### src/rtl/mul_result_accum_if.sv
// Stream bundle for the frame-sum accumulator: beat input side (s_*)
// and frame-sum output side (m_*). The slave modport is the accumulator's
// view; the master modport is the view of whatever feeds and drains it.
interface mul_result_accum_if #(
    parameter int DATA_W  = 32,
    parameter int MAX_LEN = 256
);
    localparam int BEATS_W = $clog2(MAX_LEN) + 1;

    logic [DATA_W-1:0]  s_tdata;
    logic               s_tvalid;
    logic               s_tlast;
    logic               s_tready;
    logic [DATA_W-1:0]  m_tdata;
    logic               m_tvalid;
    logic               m_tready;
    logic               m_tuser;
    logic [BEATS_W-1:0] m_beats;

    modport slave (
        input  s_tdata, s_tvalid, s_tlast, m_tready,
        output s_tready, m_tdata, m_tvalid, m_tuser, m_beats
    );

    modport master (
        output s_tdata, s_tvalid, s_tlast, m_tready,
        input  s_tready, m_tdata, m_tvalid, m_tuser, m_beats
    );
endinterface

### src/rtl/mul_result_accum.sv
// Frame-sum accumulator for doubled multiplier results. Beats are summed
// with saturation until s_tlast or MAX_LEN beats close the frame; the sum,
// a sticky saturation flag and the beat count are then held until taken.
module mul_result_accum #(
    parameter int MAX_LEN = 256,
    parameter int DATA_W  = 32
) (
    input  logic              aclk,
    input  logic              aresetn,
    mul_result_accum_if.slave bus,
    output logic [15:0]       frame_cnt
);
    localparam int BEATS_W = $clog2(MAX_LEN) + 1;
    localparam logic [BEATS_W-1:0] LEN_LIMIT = BEATS_W'(MAX_LEN);

    typedef enum logic {
        ACCUM = 1'b0,
        HOLD  = 1'b1
    } state_t;

    state_t             state_q;
    logic [DATA_W-1:0]  acc_q;
    logic [DATA_W-1:0]  acc_d;
    logic [DATA_W:0]    sum_d;
    logic [BEATS_W-1:0] beats_q;
    logic [BEATS_W-1:0] beats_d;
    logic               ovf_q;
    logic               ovf_d;
    logic               close_d;
    logic [15:0]        frame_cnt_q;

    // Clamp a carry-extended sum to all ones when the carry is set. An
    // all-ones accumulator stays saturated because any non-zero addend
    // carries again and a zero addend leaves it unchanged.
    function automatic logic [DATA_W-1:0] sat_sum(input logic [DATA_W:0] sum);
        return sum[DATA_W] ? {DATA_W{1'b1}} : sum[DATA_W-1:0];
    endfunction

    // Candidate accumulator/beat-count update for a beat offered this cycle.
    always_comb begin
        sum_d   = {1'b0, acc_q} + {1'b0, bus.s_tdata};
        acc_d   = sat_sum(sum_d);
        ovf_d   = ovf_q | sum_d[DATA_W];
        beats_d = beats_q + BEATS_W'(1);
        close_d = bus.s_tlast || (beats_d == LEN_LIMIT);
    end

    // Two-state control: accumulate beats, then hold the closed frame sum.
    always_ff @(posedge aclk or negedge aresetn) begin
        if (!aresetn) begin
            state_q     <= ACCUM;
            acc_q       <= '0;
            beats_q     <= '0;
            ovf_q       <= 1'b0;
            frame_cnt_q <= '0;
        end else begin
            case (state_q)
                ACCUM: begin
                    if (bus.s_tvalid) begin
                        acc_q   <= acc_d;
                        beats_q <= beats_d;
                        ovf_q   <= ovf_d;
                        if (close_d) begin
                            state_q <= HOLD;
                        end
                    end
                end
                HOLD: begin
                    if (bus.m_tready) begin
                        acc_q       <= '0;
                        beats_q     <= '0;
                        ovf_q       <= 1'b0;
                        frame_cnt_q <= frame_cnt_q + 16'd1;
                        state_q     <= ACCUM;
                    end
                end
            endcase
        end
    end

    // Handshake outputs come straight from the state register so neither
    // m_tready nor s_tvalid has a combinational path to them.
    assign bus.s_tready = (state_q == ACCUM);
    assign bus.m_tvalid = (state_q == HOLD);
    assign bus.m_tdata  = acc_q;
    assign bus.m_tuser  = ovf_q;
    assign bus.m_beats  = beats_q;
    assign frame_cnt    = frame_cnt_q;

endmodule

### src/flat_wrapper.sv
// flat-port wrapper written by rule: the top's interface ports become plain ports
module mul_result_accum_flat 
#(
    parameter int MAX_LEN = 256,
    parameter int DATA_W  = 32
)
  (aclk, aresetn, frame_cnt, bus_s_tdata, bus_s_tvalid, bus_s_tlast, bus_m_tready, bus_s_tready, bus_m_tdata, bus_m_tvalid, bus_m_tuser, bus_m_beats);
  mul_result_accum_if #(.DATA_W(DATA_W), .MAX_LEN(MAX_LEN)) bus_i ();
  input  logic aclk;
  input  logic aresetn;
  output logic [15:0] frame_cnt;
  input wire logic [$bits(bus_i.s_tdata)-1:0] bus_s_tdata;
  input wire logic [$bits(bus_i.s_tvalid)-1:0] bus_s_tvalid;
  input wire logic [$bits(bus_i.s_tlast)-1:0] bus_s_tlast;
  input wire logic [$bits(bus_i.m_tready)-1:0] bus_m_tready;
  output wire logic [$bits(bus_i.s_tready)-1:0] bus_s_tready;
  output wire logic [$bits(bus_i.m_tdata)-1:0] bus_m_tdata;
  output wire logic [$bits(bus_i.m_tvalid)-1:0] bus_m_tvalid;
  output wire logic [$bits(bus_i.m_tuser)-1:0] bus_m_tuser;
  output wire logic [$bits(bus_i.m_beats)-1:0] bus_m_beats;
  assign bus_i.s_tdata = bus_s_tdata;
  assign bus_i.s_tvalid = bus_s_tvalid;
  assign bus_i.s_tlast = bus_s_tlast;
  assign bus_i.m_tready = bus_m_tready;
  assign bus_s_tready = bus_i.s_tready;
  assign bus_m_tdata = bus_i.m_tdata;
  assign bus_m_tvalid = bus_i.m_tvalid;
  assign bus_m_tuser = bus_i.m_tuser;
  assign bus_m_beats = bus_i.m_beats;
  mul_result_accum #(.MAX_LEN(MAX_LEN), .DATA_W(DATA_W)) u_core (.aclk(aclk), .aresetn(aresetn), .bus(bus_i), .frame_cnt(frame_cnt));
endmodule
### config.mk
export PLATFORM = sky130hd
export DESIGN_NAME = mul_result_accum_flat
export DESIGN_NICKNAME = d
export VERILOG_FILES = /design/src/rtl/mul_result_accum_if.sv /design/src/rtl/mul_result_accum.sv /design/src/flat_wrapper.sv
export SDC_FILE = /design/constraint.sdc
export NUM_CORES = 1
export LEC_CHECK = 0
export CELL_PAD_IN_SITES_DETAIL_PLACEMENT = 1
export CELL_PAD_IN_SITES_GLOBAL_PLACEMENT = 2
export CORE_MARGIN = 2
export CORE_UTILIZATION = 31
export CTS_BUF_LIST = sky130_fd_sc_hd__clkbuf_16
export CTS_CLUSTER_DIAMETER = 150
export DETAILED_ROUTE_END_ITERATION = 10
export PLACE_DENSITY = 0.8
export SYNTH_ARGS = -nofsm -noshare
export SYNTH_HDL_FRONTEND = slang
export SYNTH_SLANG_ARGS = --single-unit
### constraint.sdc
create_clock -name aclk -period 3.15 [get_ports aclk]
set_input_delay 0.63 -clock aclk [delete_from_list [all_inputs] [get_ports aclk]]
set_output_delay 0.63 -clock aclk [all_outputs]
set_load 0.1 [all_outputs]
* After elaboration in Yosys (flattened, before gate mapping) *
Cells that the tools add are included.

cells by class
  $add $sub $neg = 3
  eq/ne operators = 3
  multiplexer cells = 14
  bitwise operators = 2
  reductions and logical operators = 3

operator list
  kind                                                              count
  32-bit 2-to-1 mux                                                 3
  32-bit case mux with 2 select lines                               1
  32-bit by 32-bit adder with 33-bit output                         1
  9-bit 2-to-1 mux                                                  2
  9-bit case mux with 2 select lines                                1
  16-bit by 1-bit adder with 16-bit output (second input constant)  1
  9-bit by 1-bit adder with 9-bit output (second input constant)    1
  9-bit equality test (second input constant)                       1
  1-bit 2-to-1 mux                                                  5
  2-bit inequality test (second input constant)                     2
  1-bit case mux with 2 select lines                                2
  2-bit AND reduction                                               2
  1-bit logical OR                                                  1
  1-bit NOT                                                         1
  1-bit OR                                                          1

word-level totals
  register bits = 59
  bits of input ports = 37

* Depth between registers and ports, before layout *
  depth in word-level cells = 6
  depth in mapped cells = 11
  mapped depth without buffers = 10

* Worst setup path before layout *
No wires, ideal clock.

  path kind = register -> register
  start point = reg u_core.acc_q[0], in the netlist u_core.bus.m_tdata[0]
  end point = reg u_core.acc_q[20], in the netlist u_core.bus.m_tdata[20]
  arrival = 2959 ps
  data required time = 2985 ps
  slack = 26 ps
  cell stages (with the launch flop) = 12
  clock period less this slack = 3124 ps
  path through = dfrtp_1 ha_1 fa_1 a21o_1 a21oi_2 o32a_4 a31oi_4 o21ai_2 o21a_1 buf_6 buf_12 a31oi_4

between the ends
  cells in the longest elaborated chain, start to end = 4

ends and longest elaborated chain
  what                                       line                    RTL
  start, declared                            mul_result_accum.sv:22  logic [DATA_W-1:0] acc_q;
  start signal, assigned                     mul_result_accum.sv:52  acc_q <= '0;
  start signal, assigned                     mul_result_accum.sv:60  acc_q <= acc_d;
  start signal, assigned                     mul_result_accum.sv:70  acc_q <= '0;
  32-bit by 32-bit adder with 33-bit output  mul_result_accum.sv:41  sum_d = {1'b0, acc_q} + {1'b0, bus.s_tdata};
  32-bit 2-to-1 mux                          mul_result_accum.sv:36  return sum[DATA_W] ? {DATA_W{1'b1}} : sum[DATA_W-1:0];
  32-bit 2-to-1 mux                          mul_result_accum.sv:59  if (bus.s_tvalid) begin
  32-bit case mux with 2 select lines        mul_result_accum.sv:57  case (state_q)

No other way between the ends. The select of a mux whose other input is x is not followed.
A chain may end at the register's enable or synchronous reset.

* Final worst setup path *
  start point = in bus_s_tdata[0]
  end point = reg u_core.acc_q[30], in the netlist u_core.bus.m_tdata[30]

between the ends
  cells in the longest elaborated chain, start to end = 4

ends and longest elaborated chain
  what                                       line                    RTL
  start, declared                            flat_wrapper.sv:12      input wire logic [$bits(bus_i.s_tdata)-1:0] bus_s_tdata;
  32-bit by 32-bit adder with 33-bit output  mul_result_accum.sv:41
  32-bit 2-to-1 mux                          mul_result_accum.sv:36
  32-bit 2-to-1 mux                          mul_result_accum.sv:59
  32-bit case mux with 2 select lines        mul_result_accum.sv:57

No other way between the ends. The select of a mux whose other input is x is not followed.

==> metrics <==
Detailed Routing Iterations Pass 1 4; Critical Path Max Stage Delay 0.46 ns; CTS tree built; antenna cells 0; Nets about 700; drt first-iter violations 230; Cell Chain, Critical Path clkdlybuf4s50_1, ha_1, fa_1, a21o_1, a21oi_2, o32a_4, a31oi_4, o21ai_2, buf_4, o21bai_1, mux2_2, a21oi_1; Final Wtd Congestion 0.829; worst r2r dst u_core.bus.m_tdata[11]; WL/cell 17.5 um; yosys warns 0; # setup viols final 0; largest net degree at the start of global routing 37; placed wire-length estimate 10.9 mm; overall die width ~120 um; Final Max Slew Viols 0; cts bufs inserted 9; Worst Path Buf+Inv 2; HP Class in2async; Die Y 124 um; Synth Flop Type dfrtp_1; placed instance count 791; CTS Root Cell clkbuf_16; slowest stage cell, crit path clkdlybuf4s50_1; Worst Setup Path Type in2reg; vias per cell 5.26; post-layout util 43.7%; DRC 0; crit-path leading delay family compound AO/OA/AOI/OAI gates; Unique masters post-synth 62; Non-Filler Instances 807; CP max FO 3; first-pass GRT wire length 23.6 mm; CP Capture Type flop; Max Buffers Root-to-Sink 2; Reg2Reg Setup Slack 0.42 ns; DRT antenna net count 0; post-synthesis sequential area ratio around 33%; Worst Tran Pin Value 0.801 ns; RR Startpoint u_core.bus.m_tdata[0]; RSZ-0062 raised after global routing false; area delta synth->final 36.7%; routed via count 4246; # Post-CTS Setup Buffers 0; Synth Register Bits 59; Ports 97; Buffers on Ports 96; Async SR Flop Fraction 100%; initial antenna violation count 0; Crit path required time 3.40 ns; fin crit period 3.00 ns; number of global-route vias before repair 4635; layout cells sized above 1 27.3%; CP arrival between 3 and 4 ns; FF-to-FF path depth 10; Max-slew headroom 46.6%; Worst path depth 12; status finished clean; Worst-path clk slew ~0.050 ns; synthesized area 4490 um2; DIE AREA about 15000 um2; CP Launch Type input port; Routed WL 14.1 mm; syn nets 555; area of the core 14000 um2; synthesized netlist cell count a little under 500; Post-Syn Area per Cell approximately 9.3 um2; row count 43; Clock Skew 0.00739 ns; Final period util between 90% and 100%; Post-synth EDFFs 0; max frequency between 300 and 400 MHz; # clock sinks 59; total track usage 18.5%; final hold vios 0; total global routing overflow 0; MaxCap Viol Count 0; Initial Utilization 32.0%; worst skew pair latency 0.33 ns; H-tree depth 3
registers in the layout (all words and copies together) (netlist names):
register / flops
u_core.bus.m_tdata: 32
u_core.bus.m_beats: 9
u_core.bus.m_tvalid: 1
u_core.frame_cnt: 16
u_core.bus.m_tuser: 1
cell usage after synthesis (all sizes together), types with 2 or more instances:
| library cell | number | share of area, % |
|---|---|---|
| buf | 9 | 1.7 |
| o21bai | 6 | 1.0 |
| nor4 | 3 | 0.56 |
| a41oi | 2 | 0.39 |
| nor3 | 3 | 0.33 |
| and2 | 5 | 0.75 |
| xnor2 | 26 | 5.1 |
| nand3 | 15 | 1.7 |
| nand3b | 2 | 0.33 |
| ha | 35 | 9.7 |
| o21a | 4 | 0.67 |
| nand4 | 12 | 1.8 |
| a21o | 7 | 1.2 |
| o211ai | 4 | 0.78 |
| o21ai | 37 | 4.3 |
| nor2b | 4 | 0.56 |
| nand2 | 42 | 3.5 |
| o22ai | 2 | 0.28 |
| nand2b | 4 | 0.72 |
| inv | 9 | 0.75 |
| clkbuf | 18 | 1.5 |
| nor2 | 21 | 1.8 |
| a21oi | 71 | 8.3 |
| and3 | 12 | 1.7 |
| dfrtp | 59 | 33 |
| xor2 | 18 | 3.5 |
| a31oi | 32 | 9.6 |
cell usage in the layout (no fill, tap or decap), types with 2 or more instances in the layout:
cell type,count
a41oi_1,2
o21ai_2,2
a31oi_2,8
buf_12,2
clkinv_1,3
a21oi_2,5
nand4_1,11
o21ai_1,3
nand2b_1,3
dfrtp_1,59
and2_1,3
o22ai_1,2
nor2b_1,3
nor2_1,21
nand2_1,42
nand3b_1,2
xor2_1,18
and3_1,12
o211ai_1,3
a31oi_1,12
o21bai_1,6
a21oi_1,66
inv_1,12
clkbuf_16,9
ha_1,35
nor4_1,2
nor3_1,3
o21a_1,3
a21o_1,7
o21ai_0,32
nand3_1,15
a31oi_4,12
buf_4,118
xnor2_1,26
clkdlybuf4s50_1,35
metal layers:
layer  global-route usage (%)  share of wire, %  vias up
li1                         -                 -     2062
met1                     24.3                47     2090
met2                     31.4                48       82
met3                     3.31               3.2       12
met4                     5.16               1.2        0
met5                        0                 0        -
timing repair:
action,in CTS,in global routing
endpoints found under the setup margin,0,1
hold buffers,0,0
gates resized for setup,0,1
worst max path at each step:
stage	from	to	slack (ns)
after floorplan	u_core.bus.m_tdata[0]	u_core.bus.m_tdata[20]	0.03
after global placement	bus_s_tdata[0]	u_core.bus.m_tdata[7]	-0.16
after detailed placement	bus_s_tdata[0]	u_core.bus.m_tdata[16]	-0.18
after CTS	bus_s_tdata[0]	u_core.bus.m_tdata[30]	0.14
after global routing	bus_s_tdata[0]	u_core.bus.m_tdata[30]	0.0007
final	bus_s_tdata[0]	u_core.bus.m_tdata[30]	0.15
logic make-up after synthesis:
group	synth area share, %
xor gates and xnor gates	8.58
muxes	0.251
and+or+nand+nor	14.9
DFF	32.9
adders and majority gates	10.2
AOI/OAI and AO/OA	29.2
buffers and inverters	4.01
through the flow:
stage | TNS (ns) | setup WS, ns | hold slack, ns | instance area (um2)
6_report | 0 | 0.151 | 0.385 | 6140
4_1_cts | 0 | 0.140 | 0.415 | 6140
5_1_grt | 0 | 0.000663 | 0.447 | 6140
3_5_place_dp | -4.82 | -0.181 | 0.466 | 5860
3_3_place_gp | -4.11 | -0.157 | 0.459 | 5860
2_1_floorplan | 0 | 0.0260 | 0.334 | 4490
area by class of cell:
class	instances	area (um2)
fillers	1651	7900
repair buffers	156	1280
flip-flops and latches	59	1480
multi-input cells	387	2850
clock buffers	9	225
inverters	9	33.8
well taps	180	225
clock inverters	7	52.6
Power is left out: the tool's default activity adds up to more than one toggle a clock period on the data nets, which glitch-free logic cannot reach.
